File: src/rtl/alu_pkg.sv
// Shared op and FSM state encodings for the round-robin ALU arbiter.
package alu_pkg;

  localparam logic [1:0] OP_PASS = 2'b00;
  localparam logic [1:0] OP_ADD  = 2'b01;
  localparam logic [1:0] OP_SUB  = 2'b10;
  localparam logic [1:0] OP_INC  = 2'b11;

  localparam logic [1:0] ST_IDLE = 2'd0;
  localparam logic [1:0] ST_EXEC = 2'd1;
  localparam logic [1:0] ST_RESP = 2'd2;

endpackage

File: src/rtl/alu_core.sv
// Combinational 4-op ALU: pass-a, add with carry-out, wrapping subtract, increment.
// Zero latency; no flow control of its own.
module alu_core
  import alu_pkg::*;
#(
  parameter int DATA_W = 5,
  parameter int RES_W  = DATA_W + 1
) (
  input  logic [1:0]        op,
  input  logic [DATA_W-1:0] a,
  input  logic [DATA_W-1:0] b,
  output logic [RES_W-1:0]  result
);

  logic [DATA_W-1:0] diff;

  always_comb begin
    // Subtract wraps at DATA_W bits so the top result bit stays clear.
    diff   = a - b;
    result = '0;
    case (op)
      OP_PASS: result = RES_W'(a);
      OP_ADD:  result = RES_W'(a) + RES_W'(b);
      OP_SUB:  result = RES_W'(diff);
      default: result = RES_W'(a) + RES_W'(1);
    endcase
  end

endmodule

File: src/rtl/alu_rr_arbiter.sv
// Two-requester round-robin front end for one ALU; accept -> rsp_valid two edges later.
// One op in flight; requesters see ready only in IDLE, response held until rsp_ready.
module alu_rr_arbiter
  import alu_pkg::*;
#(
  parameter int DATA_W = 5,
  parameter int RES_W  = DATA_W + 1
) (
  input  logic              clk,
  input  logic              rst_n,
  input  logic              req0_valid,
  output logic              req0_ready,
  input  logic [1:0]        req0_op,
  input  logic [DATA_W-1:0] req0_a,
  input  logic [DATA_W-1:0] req0_b,
  input  logic              req1_valid,
  output logic              req1_ready,
  input  logic [1:0]        req1_op,
  input  logic [DATA_W-1:0] req1_a,
  input  logic [DATA_W-1:0] req1_b,
  output logic              rsp_valid,
  input  logic              rsp_ready,
  output logic              rsp_id,
  output logic [RES_W-1:0]  rsp_data,
  output logic              busy
);

  logic [1:0]        state_q, state_d;
  logic              last_grant_q, last_grant_d;
  logic [1:0]        cap_op_q, cap_op_d;
  logic [DATA_W-1:0] cap_a_q, cap_a_d;
  logic [DATA_W-1:0] cap_b_q, cap_b_d;
  logic              cap_id_q, cap_id_d;
  logic              rsp_valid_q, rsp_valid_d;
  logic              rsp_id_q, rsp_id_d;
  logic [RES_W-1:0]  rsp_data_q, rsp_data_d;

  logic              gnt_vld;
  logic              gnt_id;
  logic              accept;
  logic [RES_W-1:0]  alu_res;

  alu_core #(
    .DATA_W (DATA_W),
    .RES_W  (RES_W)
  ) u_alu_core (
    .op     (cap_op_q),
    .a      (cap_a_q),
    .b      (cap_b_q),
    .result (alu_res)
  );

  // Under contention the requester that did not win last time gets the slot.
  always_comb begin
    gnt_vld = req0_valid | req1_valid;
    gnt_id  = (req0_valid && req1_valid) ? ~last_grant_q : req1_valid;
  end

  assign req0_ready = (state_q == ST_IDLE) && gnt_vld && !gnt_id;
  assign req1_ready = (state_q == ST_IDLE) && gnt_vld && gnt_id;
  assign accept     = (req0_valid && req0_ready) || (req1_valid && req1_ready);

  always_comb begin
    state_d      = state_q;
    last_grant_d = last_grant_q;
    cap_op_d     = cap_op_q;
    cap_a_d      = cap_a_q;
    cap_b_d      = cap_b_q;
    cap_id_d     = cap_id_q;
    rsp_valid_d  = rsp_valid_q;
    rsp_id_d     = rsp_id_q;
    rsp_data_d   = rsp_data_q;
    case (state_q)
      ST_IDLE: begin
        if (accept) begin
          cap_op_d     = gnt_id ? req1_op : req0_op;
          cap_a_d      = gnt_id ? req1_a  : req0_a;
          cap_b_d      = gnt_id ? req1_b  : req0_b;
          cap_id_d     = gnt_id;
          last_grant_d = gnt_id;
          state_d      = ST_EXEC;
        end
      end
      ST_EXEC: begin
        rsp_data_d  = alu_res;
        rsp_id_d    = cap_id_q;
        rsp_valid_d = 1'b1;
        state_d     = ST_RESP;
      end
      ST_RESP: begin
        if (rsp_ready) begin
          rsp_valid_d = 1'b0;
          state_d     = ST_IDLE;
        end
      end
      default: state_d = ST_IDLE;
    endcase
  end

  always_ff @(posedge clk) begin
    if (!rst_n) begin
      state_q      <= ST_IDLE;
      last_grant_q <= 1'b1;
      cap_op_q     <= '0;
      cap_a_q      <= '0;
      cap_b_q      <= '0;
      cap_id_q     <= 1'b0;
      rsp_valid_q  <= 1'b0;
      rsp_id_q     <= 1'b0;
      rsp_data_q   <= '0;
    end else begin
      state_q      <= state_d;
      last_grant_q <= last_grant_d;
      cap_op_q     <= cap_op_d;
      cap_a_q      <= cap_a_d;
      cap_b_q      <= cap_b_d;
      cap_id_q     <= cap_id_d;
      rsp_valid_q  <= rsp_valid_d;
      rsp_id_q     <= rsp_id_d;
      rsp_data_q   <= rsp_data_d;
    end
  end

  assign rsp_valid = rsp_valid_q;
  assign rsp_id    = rsp_id_q;
  assign rsp_data  = rsp_data_q;
  assign busy      = (state_q != ST_IDLE);

endmodule

File: config.mk
export PLATFORM = sky130hd
export DESIGN_NAME = alu_rr_arbiter
export DESIGN_NICKNAME = d
export VERILOG_FILES = /design/src/rtl/alu_pkg.sv /design/src/rtl/alu_core.sv /design/src/rtl/alu_rr_arbiter.sv
export SDC_FILE = /design/constraint.sdc
export NUM_CORES = 1
export LEC_CHECK = 0
export BUFFER_PORTS_ARGS = -buffer_cell sky130_fd_sc_hd__buf_2
export CORE_ASPECT_RATIO = 1.2
export CORE_MARGIN = 4
export CORE_UTILIZATION = 27
export CTS_CLUSTER_DIAMETER = 200
export DETAILED_ROUTE_END_ITERATION = 6
export PLACE_DENSITY_LB_ADDON = 0.12
export SYNTH_ARGS = -nofsm -noshare
export SYNTH_HDL_FRONTEND = slang
export SYNTH_HIERARCHICAL = 1
export SYNTH_SLANG_ARGS = --single-unit
File: constraint.sdc
create_clock -name clk -period 2.2 [get_ports clk]
set_input_delay 0.44 -clock clk [delete_from_list [all_inputs] [get_ports clk]]
set_output_delay 0.44 -clock clk [all_outputs]
set_load 0.01 [all_outputs]
Yosys cells after proc, flatten, opt, wreduce, memory -nomap -nowiden
Cells that the tools add are included.
- $add $sub $neg: 3
- equal/unequal tests: 6
- muxes and demuxes: 10
- bitwise gates (word level): 2
- reduce and logical (&&, ||, !) cells: 15
- operator list (operator ; number):
    6-bit one-hot mux with 3 select lines ; 1
    5-bit 2-to-1 mux ; 2
    5-bit by 1-bit adder with 6-bit output (second input constant) ; 1
    5-bit by 5-bit adder with 6-bit output ; 1
    1-bit logical AND ; 6
    2-bit 2-to-1 mux ; 3
    2-bit one-hot mux with 3 select lines ; 1
    2-bit AND reduction ; 3
    5-bit subtractor ; 1
    2-bit by 1-bit equality test with 1-bit output (second input constant) ; 2
    2-bit equality test (second input constant) ; 2
    2-bit logical NOT ; 2
    2-bit != test (second input constant) ; 2
    2-bit nonzero test ; 2
    1-bit 2-to-1 mux ; 2
    1-bit one-hot mux with 2 select lines ; 1
    1-bit logical NOT ; 1
    1-bit logical OR ; 1
    1-bit inverter ; 1
    1-bit bitwise OR ; 1
- register bits after elaboration: 24
- input port bits: 29

Logic depth before layout (Yosys ltp)
Gate-level depths: netlist of run 1.
- depth after elaboration: 8
- gate-level depth with buffers: 12
- gate-level depth less buffers: 12

Hierarchy
Netlist of run 1, hierarchy kept.
- modules (own cells, without submodules) (module ; times used ; cells each ; area each (um^2)):
    alu_rr_arbiter ; 1 ; 118 ; 1048.5
    alu_core ; 1 ; 68 ; 470.5

Worst setup path after synthesis of run 1
Ideal clock, no wire load.
- path type: reg2reg
- from: reg cap_a_q[0]
- to: reg rsp_data_q[4], in the netlist rsp_data[4]
- library setup time: 0.128 ns
- data arrival time: 1.900 ns
- required time: 2.072 ns
- path slack: 0.172 ns
- stages on the path, launching flop included: 11
- path buffers: 0
- clock period less this slack: 2.028 ns
- cells stage by stage: dfxtp_1 > inv_1 > ha_1 > fa_1 > nand2b_1 > a21oi_2 > xnor2_1 > a21boi_0 > o31a_1 > mux2i_1 > nor2_1
- cells in the longest elaborated chain, start to end: 2
- elaborated cells on any way between the ends: 4
- RTL lines (what ; RTL line ; text):
    start: declaration ; alu_rr_arbiter.sv:31 ; logic [DATA_W-1:0] cap_a_q, cap_a_d;
    start signal: assignment ; alu_rr_arbiter.sv:115 ; cap_a_q <= cap_a_d;
    5-bit by 1-bit adder with 6-bit output, or another cell as far along ; alu_core.sv:25 ; default: result = RES_W'(a) + RES_W'(1);
    6-bit one-hot mux with 3 select lines * ; alu_core.sv:21 ; case (op)
    net alu_res[4] ; alu_rr_arbiter.sv:41 ; logic [RES_W-1:0] alu_res;
    end signal: assignment ; alu_rr_arbiter.sv:120 ; rsp_data_q <= rsp_data_d;
    end: declaration ; alu_rr_arbiter.sv:36 ; logic [RES_W-1:0] rsp_data_q, rsp_data_d;
The timed path passes the listed nets; every way through them passes the cells marked *.
A chain may end at the register's enable or synchronous reset.

Worst setup path in the final report of run 1
Same ends and word-level chain as after synthesis.

==> flow_metrics.py, run 1 <==
metrics = {
    "critical_path": {
        "delay_contributed_by_the_slowest_stage_of_the_critical_path_ps": 370,
        "crit_path_cell_trace": "inv_1 -> ha_1 -> fa_2 -> nand2b_4 -> a21oi_2 -> xnor2_1 -> a21boi_1 -> o31a_1 -> mux2i_1 -> nor2_1",
        "worst-path-stages": 10,
        "rr_startpoint": "cap_a_q[0]",
        "worstReg2RegEnd": "rsp_data[4]",
        "cp_top_family": "adder cells",
        "worstPathArrival_ps": 2210,
        "path_class": "reg -> reg",
        "timing.critical_path.buf_inv": 1,
        "critical-path-slowest-cell": "fa_2",
        "regToRegSetupSlack_ps": 150,
        "setup.worst_path.end": "rsp_data[4]",
        "cp_max_fo": 2,
        "cell_depth_of_the_worst_flop_to_flop_path": 10,
        "worst_setup_end_kind": "flop",
        "worst_setup_path_start_kind": "flop",
        "startpoint": "cap_a_q[0]",
        "cp_data_required_time_ps": 2360,
    },
    "sta": {
        "final.min_clock_period_ps": 2050,
        "worst_clock_skew_ps": 5.15,
        "fin_crit_sh": 0.933,
        "timing_worst_slew_pin_value_ps": 530,
        "timing_max_transition_violations_final": 0,
        "finalHoldViolations": 0,
        "timing.max_slew.rel_slack": 0.645,
        "max_clock_freq_mhz": 487,
        "totalNegativeSetupSlack_ps": 0,
        "finalSetupViolations": 0,
    },
    "final_layout": {
        "final_design_area_no_fill_sq_mm": 0.00188,
        "area.growth.synth_to_final_pct": 23.5,
        "drive_above_1_share": 0.298,
        "antenna_diode_count": 0,
        "nNetsFinal": 269,
    },
    "clock_tree": {
        "cts_buffers": 3,
        "cts.path.max_buffers": 2,
        "cts_repair_resize_count": 0,
        "number_of_buffers_inserted_for_hold_repair_after_clock_tree_synthesis": 0,
        "htree_num_levels": 1,
        "clk_transition_reported_paths_ps": 90,
        "clk_latency_ps": 270,
        "cts_num_sinks": 24,
        "ctsRootBufferMaster": "clkbuf_8",
        "post-cts-setup-buffer-count": 0,
        "cts_tree": "built",
    },
    "placed_design": {
        "dpl-instance-area_sq_mm": 0.00178,
        "dp.final_hpwl_mm": 3.06,
        "gp_congestion": 0.761,
        "port_buffers": 39,
    },
    "global_route": {
        "gr-total-overflow": 0,
        "grt_first_pass_wirelength_mm": 6.63,
        "grt_start_max_net_pins": 17,
        "number_of_global_route_vias_before_repair": 1445,
        "gr-usage-all-layers": 0.116,
        "antenna_found_initial": 0,
    },
    "logic_synthesis": {
        "post_synth_instance_area_sq_mm": 0.00152,
        "synthesis.instances": 186,
        "yosysWarningCount": 6,
        "synth_cell_types": 36,
        "ys_seq_elements": 24,
        "synth.yosys.seq_area_share": 0.316,
        "synth_fp_nets": 226,
        "syn-mean-instance-area_sq_um": 8.17,
    },
    "detailed_routing": {
        "drt-vias-per-instance": 4.80,
        "drt_pre_antenna_iters": 4,
        "wl_mm": 3.85,
        "dr.first_iter.drc_count": 49,
        "route.detailed.wl_per_inst_um": 13.3,
        "route.vias.total": 1391,
        "final_antenna_net_count": 0,
        "drcViolationCount": 0,
    },
    "job": {
        "max_cap_viol_count": 0,
    },
    "power": {
        "ir_worst_vdd_v": 0.000226,
        "power_leakage_uw": 0.000816,
        "power_per_cell_area_mw_per_mm2": 673,
    },
    "floorplanning": {
        "rows": 29,
        "floorplan.initialDensity": 0.283,
        "core_area_sq_mm": 0.00537,
        "die-area_sq_mm": 0.00689,
        "ios": 40,
        "chipWidth_um": 76.5,
        "die_outline_height_um": 90.2,
    },
    "outcome": {
        "status": "finished clean",
    },
    "min_path": {
        "hold_path_start": "rst_n",
        "min_path_cells": 2,
        "min-delay-path-class": "in -> reg",
    },
}
cells in the mapped netlist (all sizes together):
master / n / area (sq um)
o31a: 1 / 8.76
inv: 12 / 47.6
ha: 9 / 113
dfxtp: 24 / 480
o21ba: 1 / 10.0
buf: 8 / 76.3
mux2i: 9 / 90.1
nand2: 10 / 37.5
nor2: 17 / 73.8
clkbuf: 2 / 7.51
nor3b: 3 / 27.5
xor2: 2 / 17.5
a21o: 1 / 7.51
a21oi: 8 / 43.8
xnor2: 3 / 26.3
nand2b: 5 / 31.3
o21ai: 20 / 100
and2: 3 / 18.8
a31oi: 12 / 75.1
a21boi: 2 / 18.8
nand3: 26 / 130
fa: 2 / 40.0
nor3: 2 / 10.0
and3: 1 / 6.26
nor2b: 3 / 21.3
metal layers:
layer	track usage	vias up	part of all wire
met5	0	-	0
met3	0.0140	2	0.023
met1	0.151	634	0.48
met2	0.196	19	0.49
li1	-	736	-
met4	0.0453	0	0.010
layout make-up:
cell class | instances | area, sq um
Clock inverter | 1 | 30.0
Tap cell | 62 | 77.6
Sequential cell | 24 | 483
Inverter | 12 | 47.5
Clock buffer | 3 | 41.3
Timing Repair Buffer | 48 | 263
Multi-Input combinational cell | 140 | 933
Fill cell | 618 | 3490
power breakdown:
group | total [uW] | switching [uW] | internal, uW
Sequential | 505 | 33.5 | 472
Clock | 394 | 151 | 243
Combinational | 363 | 197 | 166
Total | 1260 | 381 | 881
cells in the final DEF, fill, tap and decap left out, types with 2 or more instances in the layout:
master,netlist,routed
buf_2,1,39
a21oi_1,7,6
mux2i_1,9,9
o21ai_0,6,6
a21oi_2,1,2
nor3_1,2,2
nand3_1,26,26
fa_2,0,2
dfxtp_1,24,22
ha_1,9,9
buf_4,3,9
dfxtp_2,0,2
clkbuf_8,0,3
inv_1,11,11
nor2b_2,1,2
a31oi_1,12,12
nand2_1,10,10
xor2_1,2,2
xnor2_1,3,3
nand2b_4,0,2
o21ai_1,14,14
nor2_1,15,15
nand2b_1,5,3
and2_1,3,3
nor3b_1,2,2
worst min-delay path by stage:
stage,end
2_1_floorplan,cap_id_q
3_3_place_gp,rsp_data[3]
3_5_place_dp,cap_id_q
4_1_cts,last_grant_q
5_1_grt,last_grant_q
6_report,last_grant_q
sequential cells by signal, summed over array words and instances (netlist names):
signal / flops
cap_b_q: 5
cap_op_q: 2
cap_a_q: 5
rsp_valid: 1
cap_id_q: 1
rsp_id: 1
state_q: 2
rsp_data: 6
last_grant_q: 1
stage by stage:
stage	setup slack [ps]	hold slack, ps	cells	power (uW)	util
6_report	146	354	290	1260	0.349
5_1_grt	-11.2	352	290	1350	0.349
4_1_cts	56.6	355	290	1270	0.344
2_1_floorplan	172	459	186	769	-
3_5_place_dp	80.9	483	286	870	0.331
3_3_place_gp	107	472	286	872	0.331
cells by family (layout without fill, tap and decap cells):
family	count (synthesis)	in the layout	synth area share
compound gates	45	45	0.174
xor+xnor	5	5	0.0288
fa+ha+maj	11	11	0.100
buf+inv	22	64	0.0865
flops	24	24	0.316
mux	9	9	0.0593
simple gates	70	70	0.235
(Power assumes the default switching activity.)
==> inputs of run 2 (changes only) <==
- SETUP_SLACK_MARGIN: not set -> 0.5
==> run 2 against run 1 <==
Compared with the run above:
- die area unchanged
- maximum frequency increased by 2.0%
- total power increased by 3.2%
- sequential power increased by 1%
- first-iteration DRC count decreased by 4.1%
- critical path type unchanged
- largest cell class unchanged
==> flow_metrics.py, run 2 (synthesis gave the netlist of run 1 again) <==
metrics = {
    "placed_design": {
        "port_buffers": 39,
        "dp.final_hpwl_mm": 3.12,
        "gp_congestion": 0.759,
        "dp_slack_ps": 115,
        "dp.cells": 284,
    },
    "clock_tree": {
        "cts_tree": "built",
        "clk_latency_ps": 270,
        "cts_buffers": 3,
        "number_of_buffers_inserted_for_hold_repair_after_clock_tree_synthesis": 0,
        "htree_num_levels": 1,
        "cts_num_sinks": 24,
        "cts.path.max_buffers": 2,
        "ctsRootBufferMaster": "clkbuf_8",
        "clk_transition_reported_paths_ps": 100,
    },
    "floorplanning": {
        "die_outline_height_um": 90.2,
        "core_area_sq_mm": 0.00537,
        "rows": 29,
        "ios": 40,
        "floorplan.initialDensity": 0.283,
        "die-area_sq_mm": 0.00689,
        "chipWidth_um": 76.5,
    },
    "global_route": {
        "gr-usage-all-layers": 0.120,
        "antenna_found_initial": 0,
        "grt_first_pass_wirelength_mm": 6.98,
        "grt_start_max_net_pins": 23,
        "number_of_global_route_vias_before_repair": 1537,
        "gr-total-overflow": 0,
    },
    "critical_path": {
        "cell_depth_of_the_worst_flop_to_flop_path": 10,
        "worstPathArrival_ps": 2180,
        "path_class": "reg -> reg",
        "cp_data_required_time_ps": 2360,
        "worst_setup_path_start_kind": "flop",
        "worst_setup_end_kind": "flop",
        "cp_max_fo": 2,
    },
    "sta": {
        "timing_worst_slew_pin_value_ps": 669,
        "final.min_clock_period_ps": 2010,
        "grt_setup_unrepaired": "true",
        "worst_clock_skew_ps": 2.91,
        "totalNegativeSetupSlack_ps": 0,
        "fin_crit_sh": 0.915,
        "timing.max_slew.rel_slack": 0.554,
        "timing_max_transition_violations_final": 0,
        "max_clock_freq_mhz": 497,
        "finalSetupViolations": 0,
        "setup_ws_final_ps": 187,
        "finalHoldViolations": 0,
    },
    "detailed_routing": {
        "drt_pre_antenna_iters": 4,
        "final_antenna_net_count": 0,
        "route.detailed.wl_per_inst_um": 13.7,
        "wl_mm": 4.00,
        "route.vias.total": 1439,
        "drt-vias-per-instance": 4.93,
        "drcViolationCount": 0,
        "dr.first_iter.drc_count": 47,
    },
    "min_path": {
        "min-delay-path-class": "in -> reg",
        "min_path_cells": 2,
    },
    "final_layout": {
        "most_common_cell_after_layout_fill_and_taps_aside": "buf_2",
        "area.growth.synth_to_final_pct": 29.3,
        "drive_above_1_share": 0.396,
        "number_of_flip_flops_in_the_largest_register": 6,
        "nNetsFinal": 271,
        "stdcell_count": 292,
        "leading_cell_types_in_the_layout_fill_and_taps_excluded": "39 x buf_2, 25 x nand3_1, 16 x dfxtp_1",
        "n_fill_cell": 568,
        "antenna_diode_count": 0,
    },
    "power": {
        "power_per_cell_area_mw_per_mm2": 664,
        "ir_worst_vdd_v": 0.000234,
        "power_leakage_uw": 0.000830,
    },
    "job": {
        "max_cap_viol_count": 0,
    },
    "outcome": {
        "status": "finished clean",
    },
}
==> run 2: layout make-up <==
cell class              instances  area (sq um)  share of cell area
well taps                      62          77.6              0.0395
clock buffers                   3          41.3              0.0210
inverters                      12          47.5              0.0242
flip-flops and latches         24           490               0.250
multi-input cells             140          1000               0.509
clock inverters                 1          30.0              0.0153
repair buffers                 50           278               0.141
==> run 2: critical path: stages, from the launching register on <==
cell      delay, ps
dfxtp_2         350
inv_2            40
ha_4            160
fa_2            360
nand2b_4        150
a21oi_2         140
xnor2_1          90
nor3b_2         160
o31a_1          270
mux2i_1         130
nor2_1           50
==> run 2: through the flow <==
stage	total power [uW]	cell area, sq um	util	hold WS [ps]
after floorplan	787	1560	-	459
after global placement	889	1800	0.336	470
after detailed placement	887	1800	0.336	475
final	1300	1960	0.366	365
after CTS	1310	1950	0.362	352
after global routing	1380	1960	0.366	373
==> run 2: worst paths after layout <==
| check | start | end | slack (ps) |
|---|---|---|---|
| worst max-delay path | cap_a_q[0] | rsp_data[4] | 190 |
| worst min-delay path | rst_n | last_grant_q | 360 |
| worst max register to register | cap_a_q[0] | rsp_data[4] | 190 |
| worst min register to register | cap_id_q | cap_id_q | 490 |
==> run 2: per-layer routing <==
layer	share of wire	up-vias	global-route usage
met2	0.50	34	0.218
li1	-	743	-
met4	0.010	0	0.0363
met3	0.033	2	0.0150
met5	0	-	0
met1	0.45	660	0.146
==> run 2: where the power goes <==
group	internal, uW	switching (uW)
Combinational	184	208
Sequential	474	37.1
Clock	243	157
==> run 2: timing repair <==
action,4_1_cts,5_1_grt
resized for setup,14,9
pin swaps,5,5
buffers inserted,4,0
endpoints found under the setup margin,8,7
==> inputs of run 3 (changes only) <==
- CORE_UTILIZATION: 27 -> 52
- HOLD_SLACK_MARGIN: not set -> 0.1
- MAX_ROUTING_LAYER: not set -> met4
==> run 3 against run 2 <==
Compared with the run above:
- sequential power hardly changed
- register-to-register slack gained 30 ps
- clock skew fell by 0.85 ps
- non-clock buffer count is 5 higher
- sequential share of layout area increased by 0.46 points
- largest power group unchanged
- highest routed layer unchanged
==> flow_metrics.py, run 3 (synthesis gave the netlist of run 1 again) <==
metrics = {
    "outcome": {
        "status": "finished clean",
    },
    "placed_design": {
        "dpl-instance-area_sq_mm": 0.00174,
        "port_buffers": 39,
        "gp_congestion": 0.891,
        "dp.final_hpwl_mm": 2.79,
    },
    "clock_tree": {
        "clk_transition_reported_paths_ps": 130,
        "htree_num_levels": 1,
        "ctsRootBufferMaster": "clkbuf_4",
        "cts.path.max_buffers": 2,
        "cts_buffers": 3,
        "cts_num_sinks": 24,
        "cts_tree": "built",
        "number_of_buffers_inserted_for_hold_repair_after_clock_tree_synthesis": 0,
        "clk_latency_ps": 310,
    },
    "floorplanning": {
        "die-area_sq_mm": 0.00385,
        "ios": 40,
        "chipWidth_um": 57.3,
        "floorplan.initialDensity": 0.545,
        "die_outline_height_um": 67.2,
        "rows": 21,
        "core_area_sq_mm": 0.00279,
    },
    "critical_path": {
        "cell_depth_of_the_worst_flop_to_flop_path": 12,
        "path_class": "reg -> reg",
        "worstPathArrival_ps": 2170,
        "cp_data_required_time_ps": 2390,
        "worstReg2RegEnd": "rsp_data[4]",
        "worst_setup_end_kind": "flop",
        "worst_setup_path_start_kind": "flop",
        "rr_startpoint": "cap_op_q[0]",
        "cp_max_fo": 4,
        "regToRegSetupSlack_ps": 220,
    },
    "final_layout": {
        "multi_input_area_sq_mm": 0.00101,
        "most_common_cell_after_layout_fill_and_taps_aside": "buf_2",
        "ff_latch_area_sq_um": 499,
        "drive_above_1_share": 0.417,
        "number_of_flip_flops_in_the_largest_register": 6,
        "antenna_diode_count": 0,
        "n_fill_cell": 236,
        "area.growth.synth_to_final_pct": 29.2,
        "final_design_area_no_fill_sq_mm": 0.00196,
        "nNetsFinal": 276,
        "leading_cell_types_in_the_layout_fill_and_taps_excluded": "39 x buf_2, 26 x nand3_1, 17 x o21ai_1",
    },
    "sta": {
        "grt_setup_unrepaired": "true",
        "finalHoldViolations": 0,
        "timing_worst_slew_pin_value_ps": 739,
        "timing.max_slew.rel_slack": 0.505,
        "fin_crit_sh": 0.901,
        "totalNegativeSetupSlack_ps": 0,
        "hold-worst-slack_ps": 349,
        "timing_max_transition_violations_final": 0,
        "finalSetupViolations": 0,
        "final.min_clock_period_ps": 1980,
        "worst_clock_skew_ps": 2.07,
        "max_clock_freq_mhz": 505,
    },
    "detailed_routing": {
        "wl_mm": 3.96,
        "drt-vias-per-instance": 5.55,
        "final_antenna_net_count": 0,
        "drt_pre_antenna_iters": 4,
        "route.detailed.wl_per_inst_um": 14.7,
        "dr.first_iter.drc_count": 41,
        "route.vias.total": 1493,
        "drcViolationCount": 0,
    },
    "min_path": {
        "min-delay-path-class": "in -> reg",
        "hold_path_start": "rst_n",
        "hold-path-endpoint": "last_grant_q",
        "min_path_cells": 2,
    },
    "power": {
        "ir_worst_vdd_v": 0.000528,
        "power_per_cell_area_mw_per_mm2": 597,
        "power_leakage_uw": 0.000853,
    },
    "global_route": {
        "met2_usage": 0.389,
        "busiest_layer": "met2",
        "grt_util_met1": 0.254,
        "grt_first_pass_wirelength_mm": 6.62,
        "grt_start_max_net_pins": 24,
        "antenna_found_initial": 0,
        "gr-usage-all-layers": 0.223,
        "number_of_global_route_vias_before_repair": 1520,
        "gr-total-overflow": 0,
        "grt_util_met3": 0.0229,
    },
    "job": {
        "max_cap_viol_count": 0,
    },
}
## run 3: changes by cell type in the layout (fill, tap and decap cells not counted), moves of 3 or more
cell / before / now
buf_4: 11 / 14
clkbuf_4: 0 / 3
dfxtp_1: 16 / 13
o21ai_1: 14 / 17
## run 3: how the worst max path moves through the flow
stage	end	cells after the start	slack (ps)	start
2_1_floorplan	rsp_data[4]	10	270	cap_a_q[0]
3_3_place_gp	rsp_data[4]	10	180	cap_a_q[0]
3_5_place_dp	rsp_data[4]	9	150	cap_a_q[1]
4_1_cts	rsp_data[4]	10	200	cap_a_q[0]
5_1_grt	rsp_data[4]	12	70	cap_op_q[0]
6_report	rsp_data[4]	12	220	cap_op_q[0]
## run 3: power by group
| part | internal (uW) | switching, uW |
|---|---|---|
| combinational | 205 | 223 |
| clock | 101 | 129 |
| sequential | 475 | 38.7 |
| total | 782 | 390 |
## run 3: timing repair
action                                  4_1_cts  5_1_grt
pin swaps                                    13       12
hold endpoints to repair                      0        0
endpoints found under the setup margin        8        8
buffers inserted                              9        4
resized for setup                            22       10
## run 3: metrics by stage
step / worst slack (ps) / instances / total power [uW] / util
2_1_floorplan: 270 / 186 / 787 / -
3_3_place_gp: 181 / 252 / 860 / 0.624
3_5_place_dp: 148 / 252 / 871 / 0.624
4_1_cts: 201 / 265 / 1150 / 0.686
5_1_grt: 65.5 / 269 / 1250 / 0.705
6_report: 218 / 269 / 1170 / 0.705
## run 3: critical path: stages, from the launching register on
cell,delay [ps]
dfxtp_2,350
nor2b_4,130
nand2b_1,70
ha_2,190
inv_2,40
fa_2,330
nand2b_4,150
a21oi_2,140
xnor2_1,120
nand2_1,70
o31a_1,100
mux2i_1,130
nor2_1,50
## run 3: layout make-up
class / count / area share
flip-flops and latches: 24 / 0.254
clock buffers: 4 / 0.0185
well taps: 34 / 0.0217
inverters: 12 / 0.0242
repair buffers: 55 / 0.164
multi-input cells: 140 / 0.517
## run 3: routing by layer
layer  part of all wire  up-vias
met4              0.030        0
met2               0.51       46
met1               0.42      690
li1                   -      745
met5                  0        -
met3              0.037       12
